### config.mk
export PLATFORM = sky130hd
export DESIGN_NAME = serial_crc_check
export DESIGN_NICKNAME = d
export VERILOG_FILES = /design/src/rtl/serial_crc_pkg.sv /design/src/rtl/crc_lfsr_step.sv /design/src/rtl/serial_crc_check.sv
export SDC_FILE = /design/constraint.sdc
export NUM_CORES = 1
export LEC_CHECK = 0
export CORE_ASPECT_RATIO = 1.25
export CORE_MARGIN = 2
export CORE_UTILIZATION = 54
export CTS_BUF_LIST = sky130_fd_sc_hd__clkbuf_4 sky130_fd_sc_hd__clkbuf_8
export CTS_CLUSTER_DIAMETER = 80
export DETAILED_ROUTE_END_ITERATION = 12
export PLACE_DENSITY = 0.8
export SLEW_MARGIN = 20
export SYNTH_ARGS = -nofsm -noshare
export SYNTH_HDL_FRONTEND = slang
export SYNTH_SLANG_ARGS = --single-unit
### constraint.sdc
create_clock -name clk -period 1.8 [get_ports clk]
set_input_delay 0.27 -clock clk [delete_from_list [all_inputs] [get_ports clk]]
set_output_delay 0.27 -clock clk [all_outputs]
set_load 0.02 [all_outputs]
### src/rtl/serial_crc_pkg.sv
// Constants and FSM state type shared by the serial CRC checker and the
// upstream serial CRC generator.
package serial_crc_pkg;

  localparam int unsigned DATA_W    = 6;
  localparam int unsigned CRC_W     = 5;
  localparam int unsigned FRAME_LEN = DATA_W + CRC_W;
  // x^5 + x^2 + 1; the x^5 term is implicit in the shift-out
  localparam logic [CRC_W-1:0] POLY = 5'b00101;

  typedef enum logic [1:0] {
    IDLE = 2'd0,
    RECV = 2'd1,
    DONE = 2'd2
  } state_e;

endpackage

### src/rtl/crc_lfsr_step.sv
// One-bit serial CRC absorb step: shift the bit in and fold the generator
// back in whenever the register's MSB falls out.
module crc_lfsr_step #(
  parameter int unsigned      CRC_W = 5,
  parameter logic [CRC_W-1:0] POLY  = 5'b00101
) (
  input  logic [CRC_W-1:0] crc_i,
  input  logic             bit_i,
  output logic [CRC_W-1:0] crc_o
);

  logic fb;

  always_comb begin
    fb    = crc_i[CRC_W-1];
    crc_o = {crc_i[CRC_W-2:0], bit_i} ^ (fb ? POLY : '0);
  end

endmodule

### src/rtl/serial_crc_check.sv
// Serial CRC frame checker: collects DATA_W+CRC_W bits per sof-framed
// codeword and reports the payload and the remainder of the whole codeword.
module serial_crc_check
  import serial_crc_pkg::*;
#(
  parameter int unsigned      DATA_W = serial_crc_pkg::DATA_W,
  parameter int unsigned      CRC_W  = serial_crc_pkg::CRC_W,
  parameter logic [CRC_W-1:0] POLY   = serial_crc_pkg::POLY
) (
  input  logic              clk,
  input  logic              reset,
  input  logic              sof,
  input  logic              bit_valid,
  input  logic              bit_in,
  output logic              busy,
  output logic              rx_done,
  output logic [DATA_W-1:0] data_rx,
  output logic [CRC_W-1:0]  syndrome,
  output logic              crc_ok
);

  localparam int unsigned FrameLen = DATA_W + CRC_W;
  localparam int unsigned CntW     = $clog2(FrameLen + 1);

  state_e            state_q, state_d;
  logic [CRC_W-1:0]  lfsr_q, lfsr_d;
  logic [CntW-1:0]   cnt_q, cnt_d;
  logic [DATA_W-1:0] data_q, data_d;
  logic [DATA_W-1:0] data_rx_q;
  logic [CRC_W-1:0]  syndrome_q;
  logic              crc_ok_q;

  logic              start;
  logic              load;
  logic [CRC_W-1:0]  step_in;
  logic [CRC_W-1:0]  step_out;

  // sof restarts from a cleared LFSR in every state, so one step instance
  // serves both the first bit of a frame and every later bit.
  assign start   = bit_valid && sof;
  assign step_in = start ? '0 : lfsr_q;

  crc_lfsr_step #(
    .CRC_W (CRC_W),
    .POLY  (POLY)
  ) u_step (
    .crc_i (step_in),
    .bit_i (bit_in),
    .crc_o (step_out)
  );

  always_comb begin
    state_d = state_q;
    lfsr_d  = lfsr_q;
    cnt_d   = cnt_q;
    data_d  = data_q;
    load    = 1'b0;
    if (start) begin
      lfsr_d  = step_out;
      cnt_d   = CntW'(1);
      data_d  = DATA_W'(bit_in);
      state_d = RECV;
    end else if (state_q == RECV && bit_valid) begin
      lfsr_d = step_out;
      cnt_d  = cnt_q + CntW'(1);
      if (cnt_q < CntW'(DATA_W)) begin
        data_d = {data_q[DATA_W-2:0], bit_in};
      end
      if (cnt_q == CntW'(FrameLen - 1)) begin
        state_d = DONE;
        load    = 1'b1;
      end
    end else if (state_q == DONE) begin
      state_d = IDLE;
    end
  end

  // Results are loaded on the edge entering DONE so they are already valid
  // while rx_done is high.
  always_ff @(posedge clk) begin
    if (reset) begin
      state_q    <= IDLE;
      lfsr_q     <= '0;
      cnt_q      <= '0;
      data_q     <= '0;
      data_rx_q  <= '0;
      syndrome_q <= '0;
      crc_ok_q   <= 1'b0;
    end else begin
      state_q <= state_d;
      lfsr_q  <= lfsr_d;
      cnt_q   <= cnt_d;
      data_q  <= data_d;
      if (load) begin
        data_rx_q  <= data_q;
        syndrome_q <= step_out;
        crc_ok_q   <= (step_out == '0);
      end
    end
  end

  assign busy     = (state_q != IDLE);
  assign rx_done  = (state_q == DONE);
  assign data_rx  = data_rx_q;
  assign syndrome = syndrome_q;
  assign crc_ok   = crc_ok_q;

endmodule

==> results_dict.tcl <==
set metrics [dict create \
    syn_nets 144 \
    core-area_um2 2140 \
    vias 1018 \
    ys_warn_count 0 \
    tightest_slew_ns 0.285 \
    grt_start_max_net_pins 17 \
    ys_seq_elements 29 \
    timing.fmax_mhz 631 \
    min_path_type "register to register" \
    nFillCells 186 \
    crit_fanout 6 \
    place.gp.congestion 0.764 \
    grt_first_pass_wirelength_um 3790 \
    clk_pin_slew_worst_paths_ns 0.09 \
    combPwrFrac_pct 6.4 \
    final_nets 171 \
    timing.setup.tns_ns 0 \
    max_slew_margin_pct 80.8 \
    internal-power_mw 0.910 \
    p_switching_mw 0.271 \
    fin_crit_ns 1.59 \
    synth.area.top_cells "dfxtp_1 (49%), nand2_1 (11%), a21oi_1 (9.7%)" \
    regArea_um2 581 \
    finalHoldViolCount 0 \
    drt_iter0_drc 20 \
    wire_per_inst_um 11.8 \
    synth-edff-count 0 \
    run_status "finished clean" \
    synthesis.instances 137 \
    avgSynthCellArea_um2 8.70 \
    p_sw_share_pct 23.0 \
    drtAntennaViolNets 0 \
    routed_wl_um 2200 \
    clock-skew-final_ns 0.00422 \
    path_class "register to output pin" \
    async_reset_ff_share_pct 0 \
    start_util_pct 55.7 \
    drive_above_1_share_pct 13.3 \
    yosysUniqueCellTypes 30 \
    syn-cell-area_um2 1190 \
    synth_top_cell_by_area "dfxtp_1" \
    post-synth-top-count-cell "nand2_1" \
    die_w_um 46.0 \
    grt-ovfl-total 0 \
    synth_top_area_share_pct 48.7 \
    cts_sinks 29 \
    die_y_um 56.5 \
    p_leak_nw 0.562 \
    syn2layout_area_growth_pct 24.2 \
    grtUsageTotal_pct 20.1 \
    worst_setup_path_start_kind "register" \
    first_global_vias 930 \
    dp.cells 178 \
    htreeDepth 2 \
    n_antenna_cell 0 \
    dieArea_um2 2600 \
    fin_cells 186 \
    routed_via_density 5.47 \
    cts_hold_buf 0 \
    setup_viol 0 \
    dp_hpwl_um 1620 \
    route.detailed.drc 0 \
    drv_cap 0 \
    multi_input_area_um2 548 \
    clk_latency_ns 0.33 \
    clk_path_buf_depth 2 \
    dr.pass1.iters 4 \
    ys_seq_area_share_pct 48.7 \
    portBuffers 18 \
    ys_top_cells_by_count "nand2_1 (34), dfxtp_1 (29), a21oi_1 (23)" \
    cp-end-kind "output pin" \
    rsz0062_at_grt "false" \
    clock_tree.root_cell "clkbuf_4" \
    fin_crit_sh_pct 88.1 \
    crit_required_ns 1.53 \
    ios 19 \
    worstPathArrival_ns 1.32 \
    slew_viol_final 0 \
    clock_power_share_pct 37.7 \
    synth_flop_cell "dfxtp_1" \
    cts_tree "built" \
    power_density_nw_per_um2 798 \
    rows 19 \
    p_seq_share_pct 55.9 \
    numCtsBuffers 5 \
    antenna_found_initial 0 \
    irDropWorstVdd_mv 0.633 \
]
==> final cells by class <==
type,instances,share of cell area [%]
sequential,29,39.2
multi-input combinational,99,37.0
timing repair buffer,27,16.8
clock buffer,7,4.39
tap,21,1.77
inverter,2,0.507
clock inverter,1,0.338
==> worst max-delay path, cell delays in order, from the launching register on <==
cell and delay (ns):
dfxtp_1 0.38, or2_2 0.29, dlygate4sd2_1 0.32
==> placed cells by master (no fill, tap or decap), drive strengths merged, types with 2 or more instances in the layout <==
cell / count
nand3: 8
clkbuf: 7
xnor2: 3
a21oi: 23
ha: 2
nand2: 35
nand3b: 2
inv: 2
a211oi: 3
clkdlybuf4s50: 16
dfxtp: 29
buf: 9
nor3: 3
nor2: 7
xor2: 2
==> per-layer routing <==
layer | wire [µm] | GRT usage (%) | vias up
li1 | - | - | 520
met1 | 972 | 23.2 | 460
met2 | 1050 | 31.3 | 32
met3 | 120 | 6.75 | 6
met4 | 56 | 11.0 | 0
met5 | 0 | 0 | -
==> final timing paths <==
check                           depth (start not counted)                       end  slack (ns)                     from
worst max-delay path                                    2                      busy        0.21  state_q[0]$_SDFFE_PP0P_
worst min-delay path                                    2   data_rx[1]$_SDFFE_PP0P_        0.46  data_rx[1]$_SDFFE_PP0P_
worst max register to register                          6  syndrome[0]$_SDFFE_PP0P_        0.36    cnt_q[1]$_SDFFE_PP0N_
worst min register to register                          2   data_rx[1]$_SDFFE_PP0P_        0.46  data_rx[1]$_SDFFE_PP0P_
==> flip-flops by register name, indices dropped and copies added (netlist names) <==
| name | count |
|---|---|
| state_q | 2 |
| syndrome | 5 |
| data_rx | 6 |
| lfsr_q | 5 |
| cnt_q | 4 |
| data_q | 6 |
| crc_ok | 1 |
==> power by group through the flow <==
stage	clock network (mW)	logic (mW)	registers (mW)
4_1_cts	0.462	0.0767	0.661
3_3_place_gp	0	0.0756	0.675
3_5_place_dp	0	0.0775	0.676
6_report	0.445	0.0761	0.661
5_1_grt	0.486	0.0837	0.663
2_1_floorplan	0	0.0477	0.673
==> cells by family after synthesis <==
group | Yosys count | synth area share [%]
AND/OR/NAND/NOR | 62 | 25.7
AO/OA/AOI/OAI | 30 | 14.5
flip-flops | 29 | 48.7
XOR/XNOR | 5 | 3.67
adder cells (fa/ha/maj) | 2 | 2.10
buffers and inverters | 9 | 5.35
==> repair_timing <==
item	in CTS	in global routing
setup endpoints to repair	1	1
gates resized for setup	1	1
buffers inserted	0	0
==> through the flow <==
stage          cell area, µm²  hold slack (ns)  power (mW)  util, %  worst slack [ns]
6_report                 1480            0.456        1.18     69.2             0.215
5_1_grt                  1480            0.477        1.23     69.2             0.154
4_1_cts                  1480            0.457        1.20     69.1            0.0197
3_5_place_dp             1410            0.446       0.753     65.9            0.0101
3_3_place_gp             1410            0.441       0.751     65.9            0.0618
2_1_floorplan            1190            0.430       0.721        -             0.422
Note: power is estimated with default switching activity, not from simulation.
